==> src/rtl/input_conditioner_pkg.sv <==
// Shared direction codes and default timing for the switch conditioner and the player block.
package input_conditioner_pkg;

  localparam logic [1:0] DIR_UP    = 2'd0;
  localparam logic [1:0] DIR_DOWN  = 2'd1;
  localparam logic [1:0] DIR_LEFT  = 2'd2;
  localparam logic [1:0] DIR_RIGHT = 2'd3;

  // 10 ms, 500 ms and 150 ms at 25 MHz
  localparam int unsigned DEF_DEBOUNCE_CYCLES = 250000;
  localparam int unsigned DEF_REPEAT_DELAY    = 12500000;
  localparam int unsigned DEF_REPEAT_PERIOD   = 3750000;

  typedef enum logic [1:0] {StIdle, StDelay, StRepeat} rep_state_e;

  // Fixed priority: up > down > left > right.
  function automatic logic [1:0] lowest_dir(input logic [3:0] req);
    if (req[0])      return DIR_UP;
    else if (req[1]) return DIR_DOWN;
    else if (req[2]) return DIR_LEFT;
    else             return DIR_RIGHT;
  endfunction

endpackage

==> src/rtl/debounce_channel.sv <==
// One switch: 2-flop synchroniser, debounce counter and press/auto-repeat event generator.
module debounce_channel
  import input_conditioner_pkg::*;
#(
  parameter int unsigned DEBOUNCE_CYCLES = DEF_DEBOUNCE_CYCLES,
  parameter int unsigned REPEAT_DELAY    = DEF_REPEAT_DELAY,
  parameter int unsigned REPEAT_PERIOD   = DEF_REPEAT_PERIOD
) (
  input  logic clk,
  input  logic rst,
  input  logic sw,
  output logic held,
  output logic evt
);

  localparam int unsigned CntW   = (DEBOUNCE_CYCLES > 1) ? $clog2(DEBOUNCE_CYCLES) : 1;
  localparam int unsigned TmrMax = (REPEAT_DELAY > REPEAT_PERIOD) ? REPEAT_DELAY : REPEAT_PERIOD;
  localparam int unsigned TmrW   = (TmrMax > 1) ? $clog2(TmrMax) : 1;

  localparam logic [CntW-1:0] CntLast    = CntW'(DEBOUNCE_CYCLES - 1);
  localparam logic [TmrW-1:0] DelayLast  = TmrW'(REPEAT_DELAY - 1);
  localparam logic [TmrW-1:0] PeriodLast = TmrW'(REPEAT_PERIOD - 1);

  logic            sync1_q, sync2_q;
  logic            held_q, held_d, toggle;
  logic [CntW-1:0] cnt_q, cnt_d;
  logic [TmrW-1:0] tmr_q, tmr_d;
  rep_state_e      state_q, state_d;

  always_ff @(posedge clk or posedge rst) begin
    if (rst) begin
      sync1_q <= 1'b0;
      sync2_q <= 1'b0;
      held_q  <= 1'b0;
      cnt_q   <= '0;
      tmr_q   <= '0;
      state_q <= StIdle;
    end else begin
      sync1_q <= sw;
      sync2_q <= sync1_q;
      held_q  <= held_d;
      cnt_q   <= cnt_d;
      tmr_q   <= tmr_d;
      state_q <= state_d;
    end
  end

  always_comb begin
    cnt_d  = cnt_q;
    toggle = 1'b0;
    if (sync2_q == held_q) begin
      cnt_d = '0;
    end else if (cnt_q == CntLast) begin
      cnt_d  = '0;
      toggle = 1'b1;
    end else begin
      cnt_d = cnt_q + 1'b1;
    end
  end

  assign held_d = held_q ^ toggle;
  assign held   = held_q;

  // A release overrides any event due on the same cycle.
  always_comb begin
    state_d = state_q;
    tmr_d   = tmr_q;
    evt     = 1'b0;
    if (toggle && held_q) begin
      state_d = StIdle;
      tmr_d   = '0;
    end else begin
      case (state_q)
        StIdle: begin
          if (toggle) begin
            evt     = 1'b1;
            state_d = StDelay;
            tmr_d   = '0;
          end
        end
        StDelay: begin
          if (tmr_q == DelayLast) begin
            evt     = 1'b1;
            state_d = StRepeat;
            tmr_d   = '0;
          end else begin
            tmr_d = tmr_q + 1'b1;
          end
        end
        StRepeat: begin
          if (tmr_q == PeriodLast) begin
            evt   = 1'b1;
            tmr_d = '0;
          end else begin
            tmr_d = tmr_q + 1'b1;
          end
        end
        default: begin
          state_d = StIdle;
          tmr_d   = '0;
        end
      endcase
    end
  end

endmodule

==> src/rtl/input_conditioner.sv <==
// Four debounced switches feeding a pending register and a single valid/ready move request slot.
module input_conditioner
  import input_conditioner_pkg::*;
#(
  parameter int unsigned DEBOUNCE_CYCLES = DEF_DEBOUNCE_CYCLES,
  parameter int unsigned REPEAT_DELAY    = DEF_REPEAT_DELAY,
  parameter int unsigned REPEAT_PERIOD   = DEF_REPEAT_PERIOD
) (
  input  logic       CLK,
  input  logic       RST,
  input  logic       SW1,
  input  logic       SW2,
  input  logic       SW3,
  input  logic       SW4,
  output logic [3:0] held,
  output logic       move_valid,
  output logic [1:0] move_dir,
  input  logic       move_ready
);

  logic [3:0] sw_raw, held_w, evt;
  logic [3:0] pending_q, pending_d, grant;
  logic       valid_q, valid_d, slot_free;
  logic [1:0] dir_q, dir_d;

  assign sw_raw = {SW4, SW3, SW2, SW1};

  for (genvar g = 0; g < 4; g++) begin : gen_chan
    debounce_channel #(
      .DEBOUNCE_CYCLES(DEBOUNCE_CYCLES),
      .REPEAT_DELAY   (REPEAT_DELAY),
      .REPEAT_PERIOD  (REPEAT_PERIOD)
    ) u_chan (
      .clk (CLK),
      .rst (RST),
      .sw  (sw_raw[g]),
      .held(held_w[g]),
      .evt (evt[g])
    );
  end

  // The slot loads from already-registered pending bits; a new event on the
  // same cycle survives because it is OR-ed in after the grant is cleared.
  always_comb begin
    slot_free = ~valid_q | move_ready;
    valid_d   = valid_q;
    dir_d     = dir_q;
    grant     = '0;
    if (slot_free) begin
      valid_d = |pending_q;
      if (|pending_q) begin
        dir_d = lowest_dir(pending_q);
        grant = 4'b0001 << dir_d;
      end
    end
    pending_d = (pending_q & ~grant) | evt;
  end

  always_ff @(posedge CLK or posedge RST) begin
    if (RST) begin
      pending_q <= '0;
      valid_q   <= 1'b0;
      dir_q     <= DIR_UP;
    end else begin
      pending_q <= pending_d;
      valid_q   <= valid_d;
      dir_q     <= dir_d;
    end
  end

  assign held       = held_w;
  assign move_valid = valid_q;
  assign move_dir   = dir_q;

endmodule

==> config.mk <==
export PLATFORM = sky130hd
export DESIGN_NAME = input_conditioner
export DESIGN_NICKNAME = d
export VERILOG_FILES = /design/src/rtl/input_conditioner_pkg.sv /design/src/rtl/debounce_channel.sv /design/src/rtl/input_conditioner.sv
export SDC_FILE = /design/constraint.sdc
export NUM_CORES = 1
export LEC_CHECK = 0
export ABC_AREA = 1
export BUFFER_PORTS_ARGS = -buffer_cell sky130_fd_sc_hd__buf_4
export CORE_MARGIN = 1
export CORE_UTILIZATION = 47
export CTS_CLUSTER_SIZE = 8
export DETAILED_ROUTE_END_ITERATION = 10
export GPL_TIMING_DRIVEN = 0
export SYNTH_ARGS = -nofsm -noshare
export SYNTH_HDL_FRONTEND = slang
export SYNTH_SLANG_ARGS = --single-unit
==> constraint.sdc <==
create_clock -name CLK -period 6 [get_ports CLK]
set_input_delay 0.9 -clock CLK [delete_from_list [all_inputs] [get_ports CLK]]
set_output_delay 0.9 -clock CLK [all_outputs]
set_load 0.02 [all_outputs]
==> flow_summary.json <==
{
  "finalSetupViolCount": 0,
  "cp_data_arrival_time_ns": 1.18,
  "cts_hold_buf": 0,
  "power.density_nw_per_um2": 193.9,
  "worstPathRequired_ns": 5.10,
  "slowest_stage": "dfrtp_1",
  "startpoint_type": "flip-flop",
  "synthDistinctLibCells": 40,
  "fillers": 2618,
  "routabilityCongestion": 0.9045,
  "finalCriticalPeriod_ns": 2.081,
  "rows": 59,
  "ff2ff_setup_slack_ns": 4.08,
  "avgSynthCellArea_um2": 6.940,
  "tightest_slew_ns": 0.5425,
  "setup_ws_ns": 3.919,
  "antenna_cells": 0,
  "cts_buffer_depth": 2,
  "worstSetupPathType": "flip-flop to primary output",
  "ant_nets": 0,
  "cts-htree-levels": 4,
  "finalHoldViolations": 0,
  "die_w_um": 164.7,
  "wl_um": 26780,
  "grt_max_degree": 41,
  "area_delta_synth_final_pct": 10.04,
  "synth-seq-area-share_pct": 39.24,
  "hold_class": "flip-flop to flip-flop",
  "synth_edf_count": 0,
  "synth.most_common_cell": "nand2_1",
  "path_max_fanout": 5,
  "nNetsFinal": 1868,
  "viasPerCell": 5.001,
  "cts.clk_slew.worst_paths_ns": 0.08,
  "yosysTopAreaCell": "dfrtp_1",
  "fin_util_pct": 52.66,
  "cp_common_cell": "buf_4",
  "period_share_pct": 34.68,
  "ir_drop_mv": 0.1583,
  "grt_pass1_wl_um": 47280,
  "drc_errors": 0,
  "via_count": 10890,
  "fin_hold_ws_ns": 0.3544,
  "cts_tree": "built",
  "pre_cts_slack_ns": 3.902,
  "status": "finished clean",
  "grt_overflow": 0,
  "syn_area_um2": 12440,
  "maxSlewViolCount": 0,
  "critical-path-max-stage-delay_ns": 0.44,
  "slew_headroom_pct": 63.76,
  "cts.sinks": 195,
  "tns_ns": 0,
  "root_buffer": "clkbuf_16",
  "post_cts_resized": 0,
  "drive_gt1_share_pct": 9.175,
  "dp_hpwl_um": 19900,
  "fmax_ghz": 0.4806,
  "drv_cap": 0,
  "rsz0062_at_grt": "no",
  "skew_ns": 0.01610,
  "core_region_area_um2": 25980,
  "chipHeight_um": 164.7,
  "cts_buffers": 17,
  "synthDominantCellAreaShare_pct": 39.24,
  "grt_pass1_vias": 10210,
  "io_buffers": 13,
  "synthTopCellsByCount": "nand2_1 (463), nor2_1 (311), inv_1 (261), dfrtp_1 (195), nand3_1 (167)",
  "dieArea_um2": 27110,
  "clock_latency_ns": 0.44,
  "antenna_found_initial": 0,
  "dr.first_iter.drc_count": 577,
  "synthFlopType": "dfrtp_1",
  "yosys_warnings": 0,
  "dr.pass1.iters": 5,
  "num_io_pins": 14,
  "synth_area_leaders": "dfrtp_1 (39%), nand2_1 (14%), nor2_1 (9.4%)",
  "ys_ff_latch": 195,
  "synthArstFlopShare_pct": 100.0,
  "end_kind": "primary output",
  "start_util_pct": 47.86,
  "power.total_w": 0.002653,
  "cts_setup_buffers": 0,
  "grt_use_total_pct": 21.34,
  "cp_cell_sequence": "buf_4 > buf_4",
  "synth_cells": 1792,
  "leakage_nw": 6.705,
  "synth_nets": 1831,
  "wl_per_cell_um": 12.30
}
-- kinds of logic after synthesis --
kind of cell	after synthesis	share of synthesized area, %
AOI/OAI and AO/OA	97	4.306
adders and majority gates	32	3.220
and+or+nand+nor	1130	40.77
buffers and inverters	309	10.42
xor gates and xnor gates	29	2.043
DFF	195	39.24
-- through the flow --
stage,cell area (um^2),cells
6_report,13680,2177
5_1_grt,13680,2177
4_1_cts,13680,2177
3_5_place_dp,13060,2145
3_3_place_gp,12960,2140
2_1_floorplan,12440,1792
-- layout by cell type, fill, tap and decap left out, types with 15 or more instances in the layout --
cell type,instances
nor2_1,311
dfrtp_1,195
nand2_2,18
a21oi_1,36
nand3_1,167
nor2_2,18
inv_2,15
ha_1,32
xor2_1,21
buf_4,23
nand2_1,463
nor3_1,35
inv_1,260
o21ai_0,26
clkbuf_16,17
nand4_1,59
-- final cells by class --
cell class	instances	area, um^2	area share (%)
Inverter	278	1047	7.653
Clock inverter	14	188.9	1.381
Buffer	31	252.7	1.847
Timing Repair Buffer	18	197.7	1.445
Sequential cell	195	4880	35.66
Tap cell	335	419.2	3.063
Clock buffer	18	439.2	3.209
Multi-Input combinational cell	1288	6260	45.74
-- final timing paths --
check / start / cells after the start / endpoint
min in group asynchronous: RST / 2 / gen_chan[0].u_chan.tmr_q[8]
max in group asynchronous: RST / 5 / gen_chan[3].u_chan.cnt_q[1]
setup / recovery: flip-flop / 2 / held[2]
hold reg to reg: gen_chan[1].u_chan.sync1_q / 0 / gen_chan[1].u_chan.sync2_q
hold / removal: gen_chan[1].u_chan.sync1_q / 0 / gen_chan[1].u_chan.sync2_q
setup reg to reg: gen_chan[3].u_chan.tmr_q[0] / 10 / gen_chan[3].u_chan.tmr_q[20]
-- flip-flops by register name, summed over array words and instances, names as in the netlist, named ones only --
signal and cells:
gen_chan.u_chan.sync1_q 4, gen_chan.u_chan.sync2_q 4, pending_q 4, gen_chan.u_chan.tmr_q 96, gen_chan.u_chan.cnt_q 72, gen_chan.u_chan.state_q 8, move_dir 2, move_valid 1
-- worst max-delay path: cells and delay by family (launching register included) --
kind	cells	cell delay, ns
DFF	1	0.44
buffers and inverters	2	0.31
-- power by group --
part	internal [W]	total [W]	leakage (nW)	switching, W
Sequential	0.00133	0.00134	2.69	0.00000917
Clock	0.000682	0.00123	0.302	0.000549
Combinational	0.0000280	0.0000845	3.71	0.0000566
-- layer usage --
metal,global-route usage (%),share of wire [%],vias up
met4,5.796,1.1,0
met3,2.486,2.8,22
met2,35.06,47,137
met1,29.66,50,5034
met5,0,0,-
li1,-,-,5694
No activity file was read; power rests on OpenSTA's default activity.
